[src/rtl/jpeg_dma_ctrl.sv]
// jpeg_dma_ctrl: DMA read sequencer for the JPEG accelerator input path.
// Issues Wishbone classic reads at the address generator's addresses and
// packs 16-word blocks into the block buffer. It then hands each block to
// the DCT consumer with a ready/ack handshake.
// Optional feature macro: JPEG_DMA_TIMEOUT_EN adds an ack watchdog that
// forces ERROR after TIMEOUT_CYCLES stalled READ cycles.
module jpeg_dma_ctrl #(
  parameter int unsigned TIMEOUT_CYCLES = 255
) (
  input  logic        clk_i,
  input  logic        rst_ni,
  input  logic        start_i,
  input  logic        abort_i,
  output logic        busy_o,
  output logic        done_o,
  output logic        err_o,
  output logic        ag_resetaddr_o,
  output logic        ag_incaddr_o,
  input  logic [31:0] ag_address_i,
  input  logic        ag_endblock_i,
  input  logic        ag_endframe_i,
  output logic        wb_cyc_o,
  output logic        wb_stb_o,
  output logic [31:0] wb_adr_o,
  output logic        wb_we_o,
  output logic [3:0]  wb_sel_o,
  input  logic [31:0] wb_dat_i,
  input  logic        wb_ack_i,
  input  logic        wb_err_i,
  output logic        buf_we_o,
  output logic [3:0]  buf_addr_o,
  output logic [31:0] buf_wdata_o,
  output logic        blk_ready_o,
  input  logic        blk_ack_i
);

  typedef enum logic [2:0] {
    IDLE    = 3'd0,
    INIT    = 3'd1,
    READ    = 3'd2,
    HANDOFF = 3'd3,
    DONE    = 3'd4,
    ERROR   = 3'd5
  } state_t;

  state_t      state_r;
  state_t      state_s;
  logic        take_s;      // a data beat is accepted this cycle
  logic        timeout_s;   // watchdog expiry this cycle
  logic [3:0]  cnt_r;       // word index within the current block
  logic        last_r;      // current block is the last of the frame
  logic        busy_r;
  logic        done_r;
  logic        err_r;
  logic        resetaddr_r;
  logic        stb_r;
  logic        ready_r;

`ifdef JPEG_DMA_TIMEOUT_EN
  logic [7:0]  wd_r;

  // Watchdog expires on the cycle that would bring the stall count to the limit.
  always_comb begin
    timeout_s = 1'b0;
    if ((state_r == READ) && (wd_r == 8'(TIMEOUT_CYCLES - 32'd1))) begin
      timeout_s = 1'b1;
    end else begin
      timeout_s = 1'b0;
    end
  end

  // Count consecutive READ cycles with the strobe up and no response.
  always_ff @(posedge clk_i or negedge rst_ni) begin
    if (!rst_ni) begin
      wd_r <= 8'd0;
    end else if ((state_r == READ) && (state_s == READ) && !wb_ack_i) begin
      wd_r <= wd_r + 8'd1;
    end else begin
      wd_r <= 8'd0;
    end
  end
`else
  // Without the watchdog the limit has no effect and READ waits forever.
  localparam bit WD_PRESENT = 1'b0;
  assign timeout_s = WD_PRESENT && (TIMEOUT_CYCLES == 32'd0);
`endif

  // Next-state decode; abort overrides every other transition.
  always_comb begin
    state_s = state_r;
    take_s  = 1'b0;
    case (state_r)
      IDLE: begin
        if (start_i) state_s = INIT;
        else         state_s = IDLE;
      end
      INIT: begin
        state_s = READ;
      end
      READ: begin
        if (wb_err_i) begin
          state_s = ERROR;             // error beats a simultaneous ack
        end else if (wb_ack_i) begin
          take_s = 1'b1;
          if (ag_endblock_i) state_s = HANDOFF;
          else               state_s = READ;
        end else if (timeout_s) begin
          state_s = ERROR;
        end else begin
          state_s = READ;
        end
      end
      HANDOFF: begin
        if (blk_ack_i) state_s = last_r ? DONE : READ;
        else           state_s = HANDOFF;
      end
      DONE: begin
        state_s = IDLE;
      end
      ERROR: begin
        if (start_i) state_s = INIT;
        else         state_s = ERROR;
      end
      default: begin
        state_s = IDLE;
      end
    endcase
    if (abort_i) begin
      state_s = IDLE;
      take_s  = 1'b0;
    end else begin
      take_s  = take_s;
    end
  end

  // State register.
  always_ff @(posedge clk_i or negedge rst_ni) begin
    if (!rst_ni) state_r <= IDLE;
    else         state_r <= state_s;
  end

  // Registered control outputs, decoded from the state being entered.
  always_ff @(posedge clk_i or negedge rst_ni) begin
    if (!rst_ni) begin
      busy_r      <= 1'b0;
      done_r      <= 1'b0;
      resetaddr_r <= 1'b0;
      stb_r       <= 1'b0;
      ready_r     <= 1'b0;
    end else begin
      busy_r      <= (state_s == INIT) || (state_s == READ) || (state_s == HANDOFF);
      done_r      <= (state_s == DONE);
      resetaddr_r <= (state_s == INIT);
      stb_r       <= (state_s == READ);
      ready_r     <= (state_s == HANDOFF);
    end
  end

  // Sticky error flag: set on entering ERROR, cleared only by an accepted start.
  always_ff @(posedge clk_i or negedge rst_ni) begin
    if (!rst_ni)                err_r <= 1'b0;
    else if (state_s == ERROR)  err_r <= 1'b1;
    else if (state_s == INIT)   err_r <= 1'b0;
    else                        err_r <= err_r;
  end

  // Word counter and last-block flag; the end-of-block beat always
  // re-aligns the counter to 0, even if the generator disagreed with it.
  always_ff @(posedge clk_i or negedge rst_ni) begin
    if (!rst_ni) begin
      cnt_r  <= 4'd0;
      last_r <= 1'b0;
    end else if (abort_i || (state_s == INIT)) begin
      cnt_r  <= 4'd0;
      last_r <= 1'b0;
    end else if (take_s && ag_endblock_i) begin
      cnt_r  <= 4'd0;
      last_r <= ag_endframe_i;
    end else if (take_s) begin
      cnt_r  <= cnt_r + 4'd1;
      last_r <= last_r;
    end else begin
      cnt_r  <= cnt_r;
      last_r <= last_r;
    end
  end

  assign busy_o         = busy_r;
  assign done_o         = done_r;
  assign err_o          = err_r;
  assign ag_resetaddr_o = resetaddr_r;
  assign blk_ready_o    = ready_r;
  assign wb_cyc_o       = stb_r;
  assign wb_stb_o       = stb_r;
  // The generator moves the cycle after each ack, so the address must follow it live.
  assign wb_adr_o       = stb_r ? ag_address_i : 32'd0;
  assign wb_we_o        = 1'b0;
  assign wb_sel_o       = 4'hF;
  assign ag_incaddr_o   = take_s;
  assign buf_we_o       = take_s;
  assign buf_addr_o     = take_s ? cnt_r : 4'd0;
  assign buf_wdata_o    = take_s ? wb_dat_i : 32'd0;

endmodule
[config.mk]
export PLATFORM = sky130hd
export DESIGN_NAME = jpeg_dma_ctrl
export DESIGN_NICKNAME = d
export VERILOG_FILES = /design/src/rtl/jpeg_dma_ctrl.sv
export SDC_FILE = /design/constraint.sdc
export NUM_CORES = 1
export LEC_CHECK = 0
export CAP_MARGIN = 20
export CELL_PAD_IN_SITES_DETAIL_PLACEMENT = 0
export CELL_PAD_IN_SITES_GLOBAL_PLACEMENT = 1
export CORE_ASPECT_RATIO = 1.75
export CORE_MARGIN = 4
export CORE_UTILIZATION = 17
export CTS_BUF_LIST = sky130_fd_sc_hd__clkbuf_8 sky130_fd_sc_hd__clkbuf_16
export CTS_CLUSTER_DIAMETER = 150
export DETAILED_ROUTE_END_ITERATION = 12
export GPL_ROUTABILITY_DRIVEN = 0
export PLACE_DENSITY = 0.91
export SYNTH_ARGS = -nofsm -noshare
export SYNTH_HDL_FRONTEND = slang
export SYNTH_SLANG_ARGS = --single-unit
[constraint.sdc]
create_clock -name clk_i -period 4.1 [get_ports clk_i]
set_clock_uncertainty 0.15 [all_clocks]
set_input_delay 0.41 -clock clk_i [delete_from_list [all_inputs] [get_ports clk_i]]
set_output_delay 0.41 -clock clk_i [all_outputs]
set_load 0.03 [all_outputs]
* Word-level counts from Yosys, hierarchy flattened *
Index checks and enable logic that the tools add are counted.

storage, ports and cells
  register bits after elaboration = 14
  bits of input ports = 73
  output and inout port bits = 82

cells by class
  $add $sub $neg = 1
  equality and inequality tests = 9
  muxes and demuxes = 23
  reduce and logical (&&, ||, !) cells = 8

operators by type and width
  operator                                                          number
  32-bit 2-to-1 mux                                                 2
  3-bit 2-to-1 mux                                                  6
  4-bit 2-to-1 mux                                                  4
  3-bit one-hot mux with 5 select lines                             1
  3-bit by 2-bit == test with 1-bit output (second input constant)  4
  1-bit 2-to-1 mux                                                  10
  3-bit == test (second input constant)                             3
  3-bit by 1-bit == test with 1-bit output (second input constant)  2
  4-bit by 1-bit adder with 4-bit output (second input constant)    1
  2-bit nonzero test                                                2
  3-bit logical NOT                                                 1
  1-bit logical OR                                                  3
  3-bit nonzero test                                                1
  1-bit logical AND                                                 1

* Depth between registers and ports, before layout *
Gate-level depths: netlist of the first run.

  depth after elaboration = 8
  mapped depth = 6
  depth with buffers taken out = 5

* Worst setup path before layout of the first run *
Ideal clock, no wire load.

  kind = reg-to-output
  start = register state_r[0]
  end = output port buf_wdata_o[22]
  arrival time = 1657 ps
  data required time = 3540 ps
  setup slack = 1883 ps
  cell stages (with the launch flop) = 6
  path buffers = 1
  path through = dfrtp_1 > nor3b_4 > nand3b_2 > nor2_4 > buf_2 > and2_1

between the ends
  longest elaborated chain between the ends = 4

RTL lines
  what                                      RTL line  RTL
  start: declaration                        46        state_t state_r;
  start signal: assignment                  139       else state_r <= state_s;
  3-bit by 2-bit == test with 1-bit output  92        case (state_r)
  1-bit 2-to-1 mux                          92
  1-bit 2-to-1 mux                          128       if (abort_i) begin
  named net ag_incaddr_o                    18        output logic ag_incaddr_o,
  32-bit 2-to-1 mux                         202       assign buf_wdata_o = take_s ? wb_dat_i : 32'd0;
  end: declaration                          32        output logic [31:0] buf_wdata_o,

The timed path passes the listed nets, and every way through them passes these cells.

* Worst setup path in the final report of the first run *
  start = input port wb_err_i
  end = output port buf_wdata_o[1]

between the ends
  longest elaborated chain between the ends = 4

RTL lines
  what                RTL line  RTL
  start: declaration  29        input logic wb_err_i,
  1-bit 2-to-1 mux    101       if (wb_err_i) begin
  1-bit 2-to-1 mux    92
  1-bit 2-to-1 mux    128
  32-bit 2-to-1 mux   202

Every way passes these cells.

==> flow_summary_export.csv, run 1 <==
group,metric,value,unit
outcome,status,"finished, final reports clean",
sta,fmax,313,MHz
logic_synthesis,ys_ff_latch,14,
global_route,grt_usage,0.107,
cts,cts_setup_buffers,0,
hold_path,hp-class,"flop to flop",
global_route,grt_pass1_vias,1511,
hold_path,hold_depth,2,
cts,clk_latency,0.24,ns
die,die_w,72.8,µm
layout,final_cell_mix,"clkdlybuf4s50_1, and2_1, dfrtp_1, nand2_1",
setup_path,cpMostUsedCell,"clkdlybuf4s50_1",
setup_path,start_kind,"input pin",
die,fp.dieH,121,µm
layout,final_nets,368,
layout,drive_gt1_frac,0.0478,
global_route,grt_max_degree,38,
sta,hold-worst-slack,0.377,ns
job,cap_violations,0,
setup_path,slowest_delay,0.69,ns
pwr,p_leak,1.16,nW
cts,cts_root_buf,"clkbuf_16",
sta,finalHoldViolCount,0,
logic_synthesis,synth.avg_cell_area,8.22,µm²
sta,fin_crit,3.19,ns
sta,maxSlewHeadroom,0.536,
die,start_util,0.174,
logic_synthesis,ys.flop_type,"dfrtp_1",
logic_synthesis,synth_warnings,0,
drt,drt_wl_total,5.20,mm
global_route,grt_pass1_wl,7.53,mm
layout,layout_commonest_cell,"clkdlybuf4s50_1",
logic_synthesis,synth_area,1250,µm²
logic_synthesis,netlist_instances,152,
setup_path,required,3.54,ns
sta,fin_crit_sh,0.778,
setup_path,ff2ff_path_depth,5,
global_route,antenna_found_initial,0,
sta,tightest_slew,0.696,ns
die,core,7180,µm²
logic_synthesis,muxShareOfSynthArea,0.00802,
sta,tns,0,ns
layout,fin_cells,379,
logic_synthesis,ys_seq_area_frac,0.281,
setup_path,end_kind,"primary output",
logic_synthesis,yosysUniqueCellTypes,39,
setup_path,crit_type,"input pin to primary output",
die,ios,155,
cts,clockBufferDepth,2,
setup_path,cp_max_fo,37,
logic_synthesis,async_flop_share,1.00,
setup_path,timing.rr.start,"state_r[1]",
hold_path,hold_end,"err_o",
placement,place_area,2770,µm²
layout,design_area,2850,µm²
setup_path,slowest_stage,"clkdlybuf4s50_1",
drt,drt-initial-drc-count,21,
logic_synthesis,synth_top_area_cell,"and2_1",
layout,diodes,0,
logic_synthesis,synth-xor-area-share,0.00701,
drt,final_antenna_net_count,0,
cts,cts_resized,0,
setup_path,r2r-end,"cnt_r[1]",
drt,firstDrtPassIters,4,
logic_synthesis,yosysTopAreaCellShare,0.341,
pwr,power.density,201,nW/µm²
setup_path,arrival,2.63,ns
sta,slew_viol_final,0,
pwr,ir_worst_vdd,0.000188,V
logic_synthesis,synth_simple_gate_area_frac,0.488,
logic_synthesis,synth_adder_area_share,0.0100,
cts,clock_sinks,14,
sta,setup_violations,0,
sta,rsz0062_at_grt,"false",
setup_path,crit_buf_inv,2,
global_route,grt_overflow,0,
drt,vias,1500,
die,fp-row-count,41,
hold_path,worstHoldStart,"err_o",
drt,routed_via_density,3.96,
cts,ctsHoldBuffers,0,
setup_path,crit_chain,"clkdlybuf4s50_1 > nand3b_2 > nor2_4 > and2_1 > clkdlybuf4s50_1",
logic_synthesis,synth_top_family_by_area,"simple AND/OR/NAND/NOR gates",
cts,htree_levels,1,
placement,place_inst,375,
logic_synthesis,synth.area.top_cells,"and2_1, dfrtp_1, buf_4, a21oi_1, nand2_1",
logic_synthesis,synth_compound_area_frac,0.113,
cts,cts_made_buffers,3,
cts,cts.reportedPaths.clkPinSlew,0.05,ns
setup_path,rrSetupSlack,2.21,ns
drt,post-route-drc-count,0,
setup_path,cp_top_family,"buffers and inverters",
logic_synthesis,synth_edf_count,0,
placement,dpl.hpwl,4.41,mm
drt,wl_per_cell,13.7,µm
placement,port_buffers,149,
cts,cts_tree,"yes",
die,dieArea,8830,µm²
layout,area_growth,129,%
==> through the flow <==
stage           util  power (mW)  setup slack, ns
3_3_place_gp   0.385       0.376            0.928
6_report       0.397       0.574            0.910
4_1_cts        0.397       0.581            0.864
5_1_grt        0.397       0.601            0.681
3_5_place_dp   0.385       0.377            0.890
2_1_floorplan      -       0.259             1.88
==> state kept, by name (all words and copies together) (netlist names) <==
register	cells
err_o	1
cnt_r	4
last_r	1
ag_resetaddr_o	1
busy_o	1
done_o	1
state_r	3
wb_cyc_o	1
blk_ready_o	1
==> worst min-delay path, delay by kind of cell (launching register included) <==
family	cells	cell delay [ns]
flip-flops	1	0.35
AND/OR/NAND/NOR	2	0.14
==> logic make-up (layout without fill, tap and decap cells) <==
family / Yosys count / after routing
buf+inv: 19 / 157
xor+xnor: 1 / 1
mux: 1 / 1
simple gates: 97 / 97
flops: 14 / 14
compound gates: 17 / 17
fa+ha+maj: 1 / 1
other cells: 2 / 5
==> metal layers <==
metal / vias to the layer above / global-route usage / part of all wire
li1: 762 / - / -
met1: 681 / 0.110 / 0.35
met2: 55 / 0.219 / 0.59
met3: 2 / 0.0124 / 0.056
met4: 0 / 0.0208 / 0.0052
met5: - / 0 / 0
==> cells in the mapped netlist, types with 2 or more instances <==
cell type / count
buf_4: 7
a21o_1: 2
nor2_1: 5
dfrtp_1: 14
a21oi_1: 5
clkbuf_2: 2
and2_1: 68
conb_1: 2
inv_1: 4
nor2b_1: 2
nand2_1: 6
clkbuf_1: 4
nor3_1: 4
nor3_2: 2
==> final cells by class <==
| type | count | area (µm²) |
|---|---|---|
| multi-input combinational | 122 | 801 |
| fill | 728 | 4330 |
| sequential | 14 | 350 |
| clock buffer | 4 | 88.8 |
| tap | 86 | 108 |
| timing repair buffer | 149 | 1490 |
| inverter | 4 | 15.0 |
==> report_power, final <==
part	switching [mW]	internal [mW]	leakage, nW	total (mW)
Clock	0.0526	0.147	0.0442	0.200
Combinational	0.0980	0.116	0.923	0.214
Sequential	0.0118	0.148	0.190	0.160
==> worst max-delay path by stage <==
stage | start | to | cells past startpoint
finish | wb_err_i | buf_wdata_o[1] | 5
floorplan | state_r[0] | buf_wdata_o[22] | 5
detailed placement | wb_err_i | buf_wdata_o[1] | 5
CTS | state_r[1] | buf_wdata_o[1] | 5
global placement | wb_err_i | buf_wdata_o[8] | 5
global route | state_r[1] | buf_addr_o[0] | 5
(Power assumes the default switching activity.)
==> run 2, diff against run 1 <==
- CORE_UTILIZATION: 17 -> 16
- PLACE_DENSITY: 0.91 -> 0.86
- clock period: 4.1 -> 2.95 ns (I/O delays scaled with it)
==> run 2 against run 1 <==
Global-route usage down 0.53 points. Setup slack worse by 0.76 ns. Register-to-register slack worse by 1.2 ns. Worst hold slack worse by 0.078 ns. Combinational power up 39%. Clock power up 24%. Die area up 5.7%. Design area up 4.2%. Via count up 2.5%. Cell count up 0.79%. Wire length down 2.5%. Total power up 34%. Critical endpoint is now buf_wdata_o[8].
==> flow_summary_export.csv, run 2 (same netlist as run 1, synthesis figures left out) <==
group,metric,value,unit
outcome,status,"finished, final reports clean",
global_route,antenna_found_initial,0,
layout,final_cell_mix,"clkdlybuf4s50_1, and2_1, dlymetal6s2s_1, dfrtp_1, nand2_1",
drt,routed_via_density,4.02,
cts,cts.reportedPaths.clkPinSlew,0.04,ns
pwr,p_leak,1.72,nW
setup_path,cp_max_fo,37,
layout,area_growth,138,%
cts,clk_latency,0.24,ns
global_route,grt_max_degree,38,
global_route,grt_pass1_vias,1491,
layout,top_register,"cnt_r",
setup_path,ff2ff_path_depth,5,
die,start_util,0.165,
cts,cts_root_buf,"clkbuf_16",
job,cap_violations,0,
cts,cts_tree,"yes",
drt,final_antenna_net_count,0,
sta,rsz0062_at_grt,"false",
cts,cts_made_buffers,3,
drt,vias,1537,
cts,clock_sinks,14,
drt,post-route-drc-count,0,
cts,htree_levels,1,
setup_path,end_kind,"primary output",
die,core,7570,µm²
setup_path,slowest_stage,"clkdlybuf4s50_1",
drt,top_layer_used,"met4",
setup_path,start_kind,"flop",
setup_path,crit_type,"flop to primary output",
layout,design_area,2970,µm²
sta,fin_crit_sh,0.949,
die,fp-row-count,42,
global_route,grt_pass1_wl,7.53,mm
sta,setup_violations,0,
pwr,ir_worst_vdd,0.000361,V
pwr,power.density,259,nW/µm²
sta,maxSlewHeadroom,0.549,
drt,wl_met3,502,µm
sta,slew_viol_final,0,
setup_path,slowest_delay,0.66,ns
setup_path,arrival,2.36,ns
die,ios,155,
layout,layout_commonest_cell,"clkdlybuf4s50_1",
die,fp.dieH,125,µm
sta,fmax,357,MHz
drt,wl_per_cell,13.3,µm
setup_path,crit_chain,"nor3b_4 > nand3b_2 > nor2_4 > buf_12 > and2_1 > clkdlybuf4s50_1",
cts,clockBufferDepth,2,
sta,tightest_slew,0.677,ns
layout,top_regs,"cnt_r: 4 flops, state_r: 3 flops",
setup_path,required,2.51,ns
sta,finalHoldViolCount,0,
cts,cts_setup_buffers,0,
drt,drt_wl_total,5.07,mm
layout,drive_gt1_frac,0.0612,
drt,firstDrtPassIters,4,
placement,place_area,2830,µm²
global_route,grt_overflow,0,
drt,drt-met1-wl,1.43,mm
hold_path,hp-class,"input pin to async pin",
drt,drt-initial-drc-count,33,
layout,diodes,0,
drt,route.met2.wl,3.05,mm
global_route,grt_usage,0.102,
die,die_w,74.8,µm
layout,largest_reg_flops,4,
sta,fin_crit,2.80,ns
layout,fill_cells,764,
layout,final_nets,370,
die,dieArea,9340,µm²
placement,port_buffers,149,
sta,tns,0,ns
placement,dpl.hpwl,4.37,mm
[run 2: final timing paths]
path | startpoint | endpoint | slack, ns
worst max-delay path | state_r[1] | buf_wdata_o[8] | 0.15
worst min-delay path | rst_ni | cnt_r[0] | 0.30
worst max register to register | state_r[1] | cnt_r[1] | 1.05
worst min register to register | err_o | err_o | 0.36
max in group asynchronous | rst_ni | busy_o | 1.94
min in group clk_i | err_o | err_o | 0.36
[run 2: power breakdown]
group	internal, mW	switching [mW]
sequential	0.206	0.0162
combinational	0.162	0.135
clock	0.177	0.0726
[run 2: routing by layer]
layer | GRT usage | vias to the layer above
li1 | - | 764
met3 | 0.0145 | 7
met1 | 0.0900 | 689
met5 | 0 | -
met4 | 0.0325 | 0
met2 | 0.213 | 77
[run 2: area by class of cell]
| class | count | area, µm² | share of cell area |
|---|---|---|---|
| multi-input combinational | 122 | 801 | 0.269 |
| timing repair buffer | 151 | 1620 | 0.545 |
| tap | 88 | 110 | 0.0370 |
| inverter | 4 | 15.0 | 0.00505 |
| sequential | 14 | 350 | 0.118 |
| clock buffer | 3 | 75.1 | 0.0253 |
[run 2: worst max-delay path, delay by kind of cell, from the launching register on]
kind          cells  cell delay (ns)
buf+inv           2             0.83
simple gates      4             0.80
flops             1             0.47
[run 2: what timing repair did]
action / 4_1_cts / 5_1_grt
setup endpoints to repair: 0 / 29
resized for setup: 0 / 29
hold buffers: 0 / 0
[run 2: metrics by stage]
step	hold slack (ns)	worst slack, ns	util	power [mW]	cells
floorplan	-0.151	0.848	-	0.360	155
global placement	0.343	0.264	0.373	0.525	379
detailed placement	0.354	0.230	0.373	0.526	379
CTS	0.320	0.0903	0.383	0.780	382
global route	0.353	0.00000644	0.393	0.806	382
finish	0.300	0.150	0.393	0.769	382
==> run 3, diff against run 2 <==
- CAP_MARGIN: 20 -> 25
==> results of run 3 <==
No change in the layout: final DEF, timing and power equal those of run 2.
